[config.mk]
export PLATFORM = sky130hd
export DESIGN_NAME = key_conditioner
export DESIGN_NICKNAME = d
export VERILOG_FILES = /design/src/rtl/key_pkg.sv /design/src/rtl/key_channel.sv /design/src/rtl/key_conditioner.sv
export SDC_FILE = /design/constraint.sdc
export NUM_CORES = 1
export LEC_CHECK = 0
export ABC_AREA = 1
export BUFFER_PORTS_ARGS = -buffer_cell sky130_fd_sc_hd__buf_4
export CORE_ASPECT_RATIO = 0.5
export CORE_UTILIZATION = 25
export CTS_BUF_LIST = sky130_fd_sc_hd__clkbuf_8
export DETAILED_ROUTE_END_ITERATION = 16
export GPL_ROUTABILITY_DRIVEN = 0
export PLACE_DENSITY = 0.37
export SLEW_MARGIN = 20
export SYNTH_ARGS = -nofsm -noshare
export SYNTH_HDL_FRONTEND = slang
export SYNTH_SLANG_ARGS = --single-unit
[constraint.sdc]
create_clock -name clock -period 2.7 [get_ports clock]
set_input_delay 0.135 -clock clock [delete_from_list [all_inputs] [get_ports clock]]
set_output_delay 0.135 -clock clock [all_outputs]
set_load 0.05 [all_outputs]
[src/rtl/key_pkg.sv]
// rtl/key_pkg.sv - shared types and default timing constants for the key conditioner
package key_pkg;

    localparam int NKEYS  = 4;
    localparam int CLK_HZ = 25_000_000;

    // 10 ms debounce, 500 ms first repeat, 100 ms repeat period at CLK_HZ
    localparam int DEF_DEBOUNCE_CYC = CLK_HZ / 100;
    localparam int DEF_REPEAT_DELAY = CLK_HZ / 2;
    localparam int DEF_REPEAT_RATE  = CLK_HZ / 10;
    localparam int DEF_CNT_W        = 24;

    typedef enum logic [1:0] {
        IDLE  = 2'd0,
        DELAY = 2'd1,
        RPT   = 2'd2
    } rpt_state_e;

endpackage

[src/rtl/key_channel.sv]
// rtl/key_channel.sv - one key: 2-flop synchroniser, debounce counter and auto-repeat FSM
module key_channel
    import key_pkg::*;
#(
    parameter bit ACTIVE_LOW   = 1'b1,
    parameter int DEBOUNCE_CYC = DEF_DEBOUNCE_CYC,
    parameter int REPEAT_DELAY = DEF_REPEAT_DELAY,
    parameter int REPEAT_RATE  = DEF_REPEAT_RATE,
    parameter int CNT_W        = DEF_CNT_W
) (
    input  logic clock,
    input  logic reset,
    input  logic key_pin,
    output logic key,
    output logic key_next,
    output logic press,
    output logic rel,
    output logic rpt
);

    localparam logic [CNT_W-1:0] DB_LAST = CNT_W'(DEBOUNCE_CYC - 1);
    localparam logic [CNT_W-1:0] RD_LAST = CNT_W'(REPEAT_DELAY - 1);
    localparam logic [CNT_W-1:0] RR_LAST = CNT_W'(REPEAT_RATE - 1);

    logic             sync1_q, sync1_d;
    logic             sync2_q, sync2_d;
    logic             key_q, key_d;
    logic [CNT_W-1:0] db_cnt_q, db_cnt_d;
    logic             press_q, press_d;
    logic             rel_q, rel_d;
    logic             rpt_q, rpt_d;
    rpt_state_e       state_q, state_d;
    logic [CNT_W-1:0] rpt_cnt_q, rpt_cnt_d;

    always_comb begin
        sync1_d  = ACTIVE_LOW ? ~key_pin : key_pin;
        sync2_d  = sync1_q;
        key_d    = key_q;
        db_cnt_d = '0;
        press_d  = 1'b0;
        rel_d    = 1'b0;
        // Any cycle of agreement leaves db_cnt_d at zero, restarting the count
        if (sync2_q != key_q) begin
            if (db_cnt_q >= DB_LAST) begin
                key_d   = sync2_q;
                press_d = sync2_q;
                rel_d   = ~sync2_q;
            end else begin
                db_cnt_d = db_cnt_q + 1'b1;
            end
        end
    end

    always_comb begin
        state_d   = state_q;
        rpt_cnt_d = rpt_cnt_q;
        rpt_d     = 1'b0;
        case (state_q)
            IDLE: begin
                rpt_cnt_d = '0;
                if (press_d) begin
                    state_d = DELAY;
                end
            end
            DELAY: begin
                if (rpt_cnt_q >= RD_LAST) begin
                    rpt_d     = 1'b1;
                    rpt_cnt_d = '0;
                    state_d   = RPT;
                end else begin
                    rpt_cnt_d = rpt_cnt_q + 1'b1;
                end
            end
            RPT: begin
                if (rpt_cnt_q >= RR_LAST) begin
                    rpt_d     = 1'b1;
                    rpt_cnt_d = '0;
                end else begin
                    rpt_cnt_d = rpt_cnt_q + 1'b1;
                end
            end
            default: begin
                state_d   = IDLE;
                rpt_cnt_d = '0;
            end
        endcase
        // Release wins over a repeat tick landing in the same cycle
        if (rel_d) begin
            state_d   = IDLE;
            rpt_cnt_d = '0;
            rpt_d     = 1'b0;
        end
    end

    always_ff @(posedge clock) begin
        if (reset) begin
            sync1_q   <= 1'b0;
            sync2_q   <= 1'b0;
            key_q     <= 1'b0;
            db_cnt_q  <= '0;
            press_q   <= 1'b0;
            rel_q     <= 1'b0;
            rpt_q     <= 1'b0;
            state_q   <= IDLE;
            rpt_cnt_q <= '0;
        end else begin
            sync1_q   <= sync1_d;
            sync2_q   <= sync2_d;
            key_q     <= key_d;
            db_cnt_q  <= db_cnt_d;
            press_q   <= press_d;
            rel_q     <= rel_d;
            rpt_q     <= rpt_d;
            state_q   <= state_d;
            rpt_cnt_q <= rpt_cnt_d;
        end
    end

    assign key      = key_q;
    assign key_next = key_d;
    assign press    = press_q;
    assign rel      = rel_q;
    assign rpt      = rpt_q;

endmodule

[src/rtl/key_conditioner.sv]
// rtl/key_conditioner.sv - debounced level and press/release/repeat pulses for the push-buttons
module key_conditioner
    import key_pkg::*;
#(
    parameter bit ACTIVE_LOW   = 1'b1,
    parameter int DEBOUNCE_CYC = DEF_DEBOUNCE_CYC,
    parameter int REPEAT_DELAY = DEF_REPEAT_DELAY,
    parameter int REPEAT_RATE  = DEF_REPEAT_RATE,
    parameter int CNT_W        = DEF_CNT_W
) (
    input  logic             clock,
    input  logic             reset,
    input  logic [NKEYS-1:0] key_in,
    output logic [NKEYS-1:0] key,
    output logic [NKEYS-1:0] press,
    output logic [NKEYS-1:0] key_release,
    output logic [NKEYS-1:0] key_repeat,
    output logic             any_key
);

    logic [NKEYS-1:0] key_next;
    logic             any_key_q, any_key_d;

    for (genvar g = 0; g < NKEYS; g++) begin : g_chan
        key_channel #(
            .ACTIVE_LOW   (ACTIVE_LOW),
            .DEBOUNCE_CYC (DEBOUNCE_CYC),
            .REPEAT_DELAY (REPEAT_DELAY),
            .REPEAT_RATE  (REPEAT_RATE),
            .CNT_W        (CNT_W)
        ) u_chan (
            .clock    (clock),
            .reset    (reset),
            .key_pin  (key_in[g]),
            .key      (key[g]),
            .key_next (key_next[g]),
            .press    (press[g]),
            .rel      (key_release[g]),
            .rpt      (key_repeat[g])
        );
    end

    // Built from next-state keys so any_key stays in step with key
    always_comb begin
        any_key_d = |key_next;
    end

    always_ff @(posedge clock) begin
        if (reset) begin
            any_key_q <= 1'b0;
        end else begin
            any_key_q <= any_key_d;
        end
    end

    assign any_key = any_key_q;

endmodule
==> results.cfg <==
[worst_setup_path]
r2r_slack_ns = 0.65
critPathKind = reg -> reg
crit_start = g_chan[3].u_chan.db_cnt_q[0]
critPathRequiredTime_ns = 3.17
reg2reg_from = g_chan[3].u_chan.db_cnt_q[0]
critPathLaunchType = flop
worstPathMaxFanout = 16
worst_ep_arrival_time_ns = 2.53
end_kind = flop

[global_routing]
grt_pass1_wl_um = 40000
grt_pass1_vias = 8455
track_usage_pct = 10.9
antenna_found_initial = 1
grt_max_degree = 27
grt_overflow = 0

[run]
maxCapViolCount = 0

[cts]
post_cts_buffers = 0
clockBufferDepth = 3
path_clk_slew_ns = 0.07
cts_hold_buf = 9
cts_tree = yes
ctsRootBufferMaster = clkbuf_8
clkLatencyLatePin_ns = 0.56
ctsResizeCount = 0
clock_sinks = 225
cts_buffers = 40
htreeDepth = 2

[synthesis]
yosysWarningCount = 0
synth_cell_type_count = 46
synth_top_family_by_area = simple AND/OR/NAND/NOR gates
synth_largest_area_cell = dfxtp_1
syn-instance-count = 1491
syn_area_um2 = 10800
synthMuxAreaShare_pct = 0
synth_area_leaders = dfxtp_1, nor2_1, nand2_1
synthAdderAreaFrac_pct = 2.31
ys_dominant_reg_cell = dfxtp_1
ys_seq_elements = 225
async_reset_ff_share_pct = 0
avgSynthCellArea_um2 = 7.26
synth-seq-area-share_pct = 41.6
synth_edf_count = 0
synthSimpleGateAreaFrac_pct = 35.2
synth-xor-area-share_pct = 7.12
synth_compound_area_share_pct = 4.57
synth_top_area_share_pct = 41.6

[worst_hold_path]
hp-class = reg -> reg
min_from = g_chan[2].u_chan.sync1_q

[timing]
setup_viol = 0
period_share_pct = 76.0
hold_viol = 0
worst_slew_margin_rel_pct = 56.8
worst_pin_slew_ns = 0.646
timing.fmax_mhz = 488
rsz0062_at_grt = no
period_needed_ns = 2.05
drv_slew = 0
finalSetupTns_ns = 0
finalClockSkew_ns = 0.0218

[power_and_ir_drop]
p_int_mw = 5.54
p_clk_share_pct = 44.1
power_switching_mw = 1.99
total_power_mw = 7.54
combPwrFrac_pct = 10.0
switching_share_pct = 26.5
power_frac_seq_pct = 45.9
leakagePower_nw = 4.56
irDropWorstVdd_mv = 0.273
power.density_nw_per_um2 = 605

[detailed_routing]
first_iter_violations = 509
ant_nets = 0
avgViaCountPerCell = 4.16
num_vias = 8982
routedWlPerCell_um = 11.0
drcViolationCount = 0
wirelength_um = 23700
first_pass_iters = 7

[die]
ios = 23
die_y_um = 149
dieWidth_um = 296
rows = 53
die_area_um2 = 44200
core_um2 = 42300
initial_core_util_pct = 25.6

[placed_design]
placedCellCount = 2080
port_buffers = 22
dp_hpwl_um = 16900

[final_layout]
stdcell_count = 2157
final_core_util_pct = 29.5
nets = 1580
drive_above_1_share_pct = 9.69
syn_to_final_growth_pct = 15.1

[run_status]
status = finished, final reports clean
==> per-stage QoR <==
step / worst slack (ns) / area (µm²) / hold slack, ns
after CTS: 0.571 / 12500 / 0.414
after detailed placement: 0.564 / 11500 / 0.290
final: 0.649 / 12500 / 0.413
after global placement: 0.672 / 11500 / 0.287
after global routing: 0.395 / 12500 / 0.431
after floorplan: 1.09 / 10900 / 0.202
==> Yosys cell counts (5+ instances only) <==
master    count
a21oi_1      37
xor2_1       61
nor3_2        8
nand2_2      10
inv_1       195
o21ai_0      28
ha_1         20
a31oi_1       5
nor2_1      300
nor3b_1      10
nand3b_1      5
buf_2         5
nand2_1     262
buf_6         7
nor4_1        7
nor2_2       32
dfxtp_1     225
xnor2_1      27
buf_4        18
nand4_1      51
nor3_1       44
nand3_1      84
==> layer usage <==
metal,up-vias,global-route usage [%],wire length [µm]
li1,4808,-,-
met1,4019,14.7,11900
met2,105,16.9,10300
met3,50,2.74,900
met4,0,4.02,594
met5,-,0,0
==> cell usage in the layout, fill, tap and decap left out, drive strengths merged, types with 9 or more instances in the layout <==
master | synthesis | routed
a21oi | 37 | 37
buf | 30 | 22
clkbuf | 3 | 51
conb | 1 | 24
dfxtp | 225 | 225
dlygate4sd3 | 0 | 9
ha | 20 | 20
inv | 197 | 208
nand2 | 273 | 273
nand3 | 88 | 88
nand4 | 52 | 52
nor2 | 336 | 336
nor3 | 54 | 54
nor3b | 10 | 10
nor4 | 9 | 9
o21ai | 32 | 32
xnor2 | 27 | 27
xor2 | 61 | 61
==> power by group through the flow <==
stage	logic [mW]	registers, mW	clock network [mW]
after detailed placement	0.752	3.53	0
after CTS	0.766	3.46	3.51
final	0.750	3.46	3.33
after global placement	0.729	3.53	0
after floorplan	0.638	3.53	0
after global routing	0.871	3.47	3.65
==> final timing paths <==
path,end,cells after the start
max reg2reg,g_chan[3].u_chan.db_cnt_q[11],8
min reg2reg,g_chan[2].u_chan.sync2_q,2
max,g_chan[3].u_chan.db_cnt_q[11],8
min,g_chan[2].u_chan.sync2_q,2
==> sequential cells by signal, summed over array words and instances, names as in the netlist <==
name / flops
g_chan.u_chan.rpt: 4
any_key: 1
g_chan.u_chan.rpt_cnt_q: 96
g_chan.u_chan.press: 4
g_chan.u_chan.key: 4
g_chan.u_chan.db_cnt_q: 96
g_chan.u_chan.sync2_q: 4
g_chan.u_chan.rel: 4
g_chan.u_chan.sync1_q: 4
g_chan.u_chan.state_q: 8
==> critical path, cell delays in order, from the launching register on <==
cell,delay [ns]
dfxtp_1,0.32
ha_1,0.23
nand3_1,0.19
nand3b_1,0.13
nand3_1,0.12
nand3_2,0.12
nor3_1,0.29
inv_1,0.32
nor3b_1,0.27
==> cells by family (layout without fill, tap and decap cells) <==
family          count (synthesis)  after routing
flops                         225            225
simple gates                  837            837
compound gates                 89             89
other cells                     1             25
buf+inv                       231            296
xor+xnor                       88             88
fa+ha+maj                      20             20
==> cell type report <==
class	count	area [µm²]
diodes	1	2.50
clock buffers	51	702
clock inverters	16	121
fillers	4615	29800
inverters	198	743
multi-input cells	1058	5410
flip-flops and latches	225	4500
well taps	577	722
repair buffers	31	255
Power figures use the tool's default switching activity.
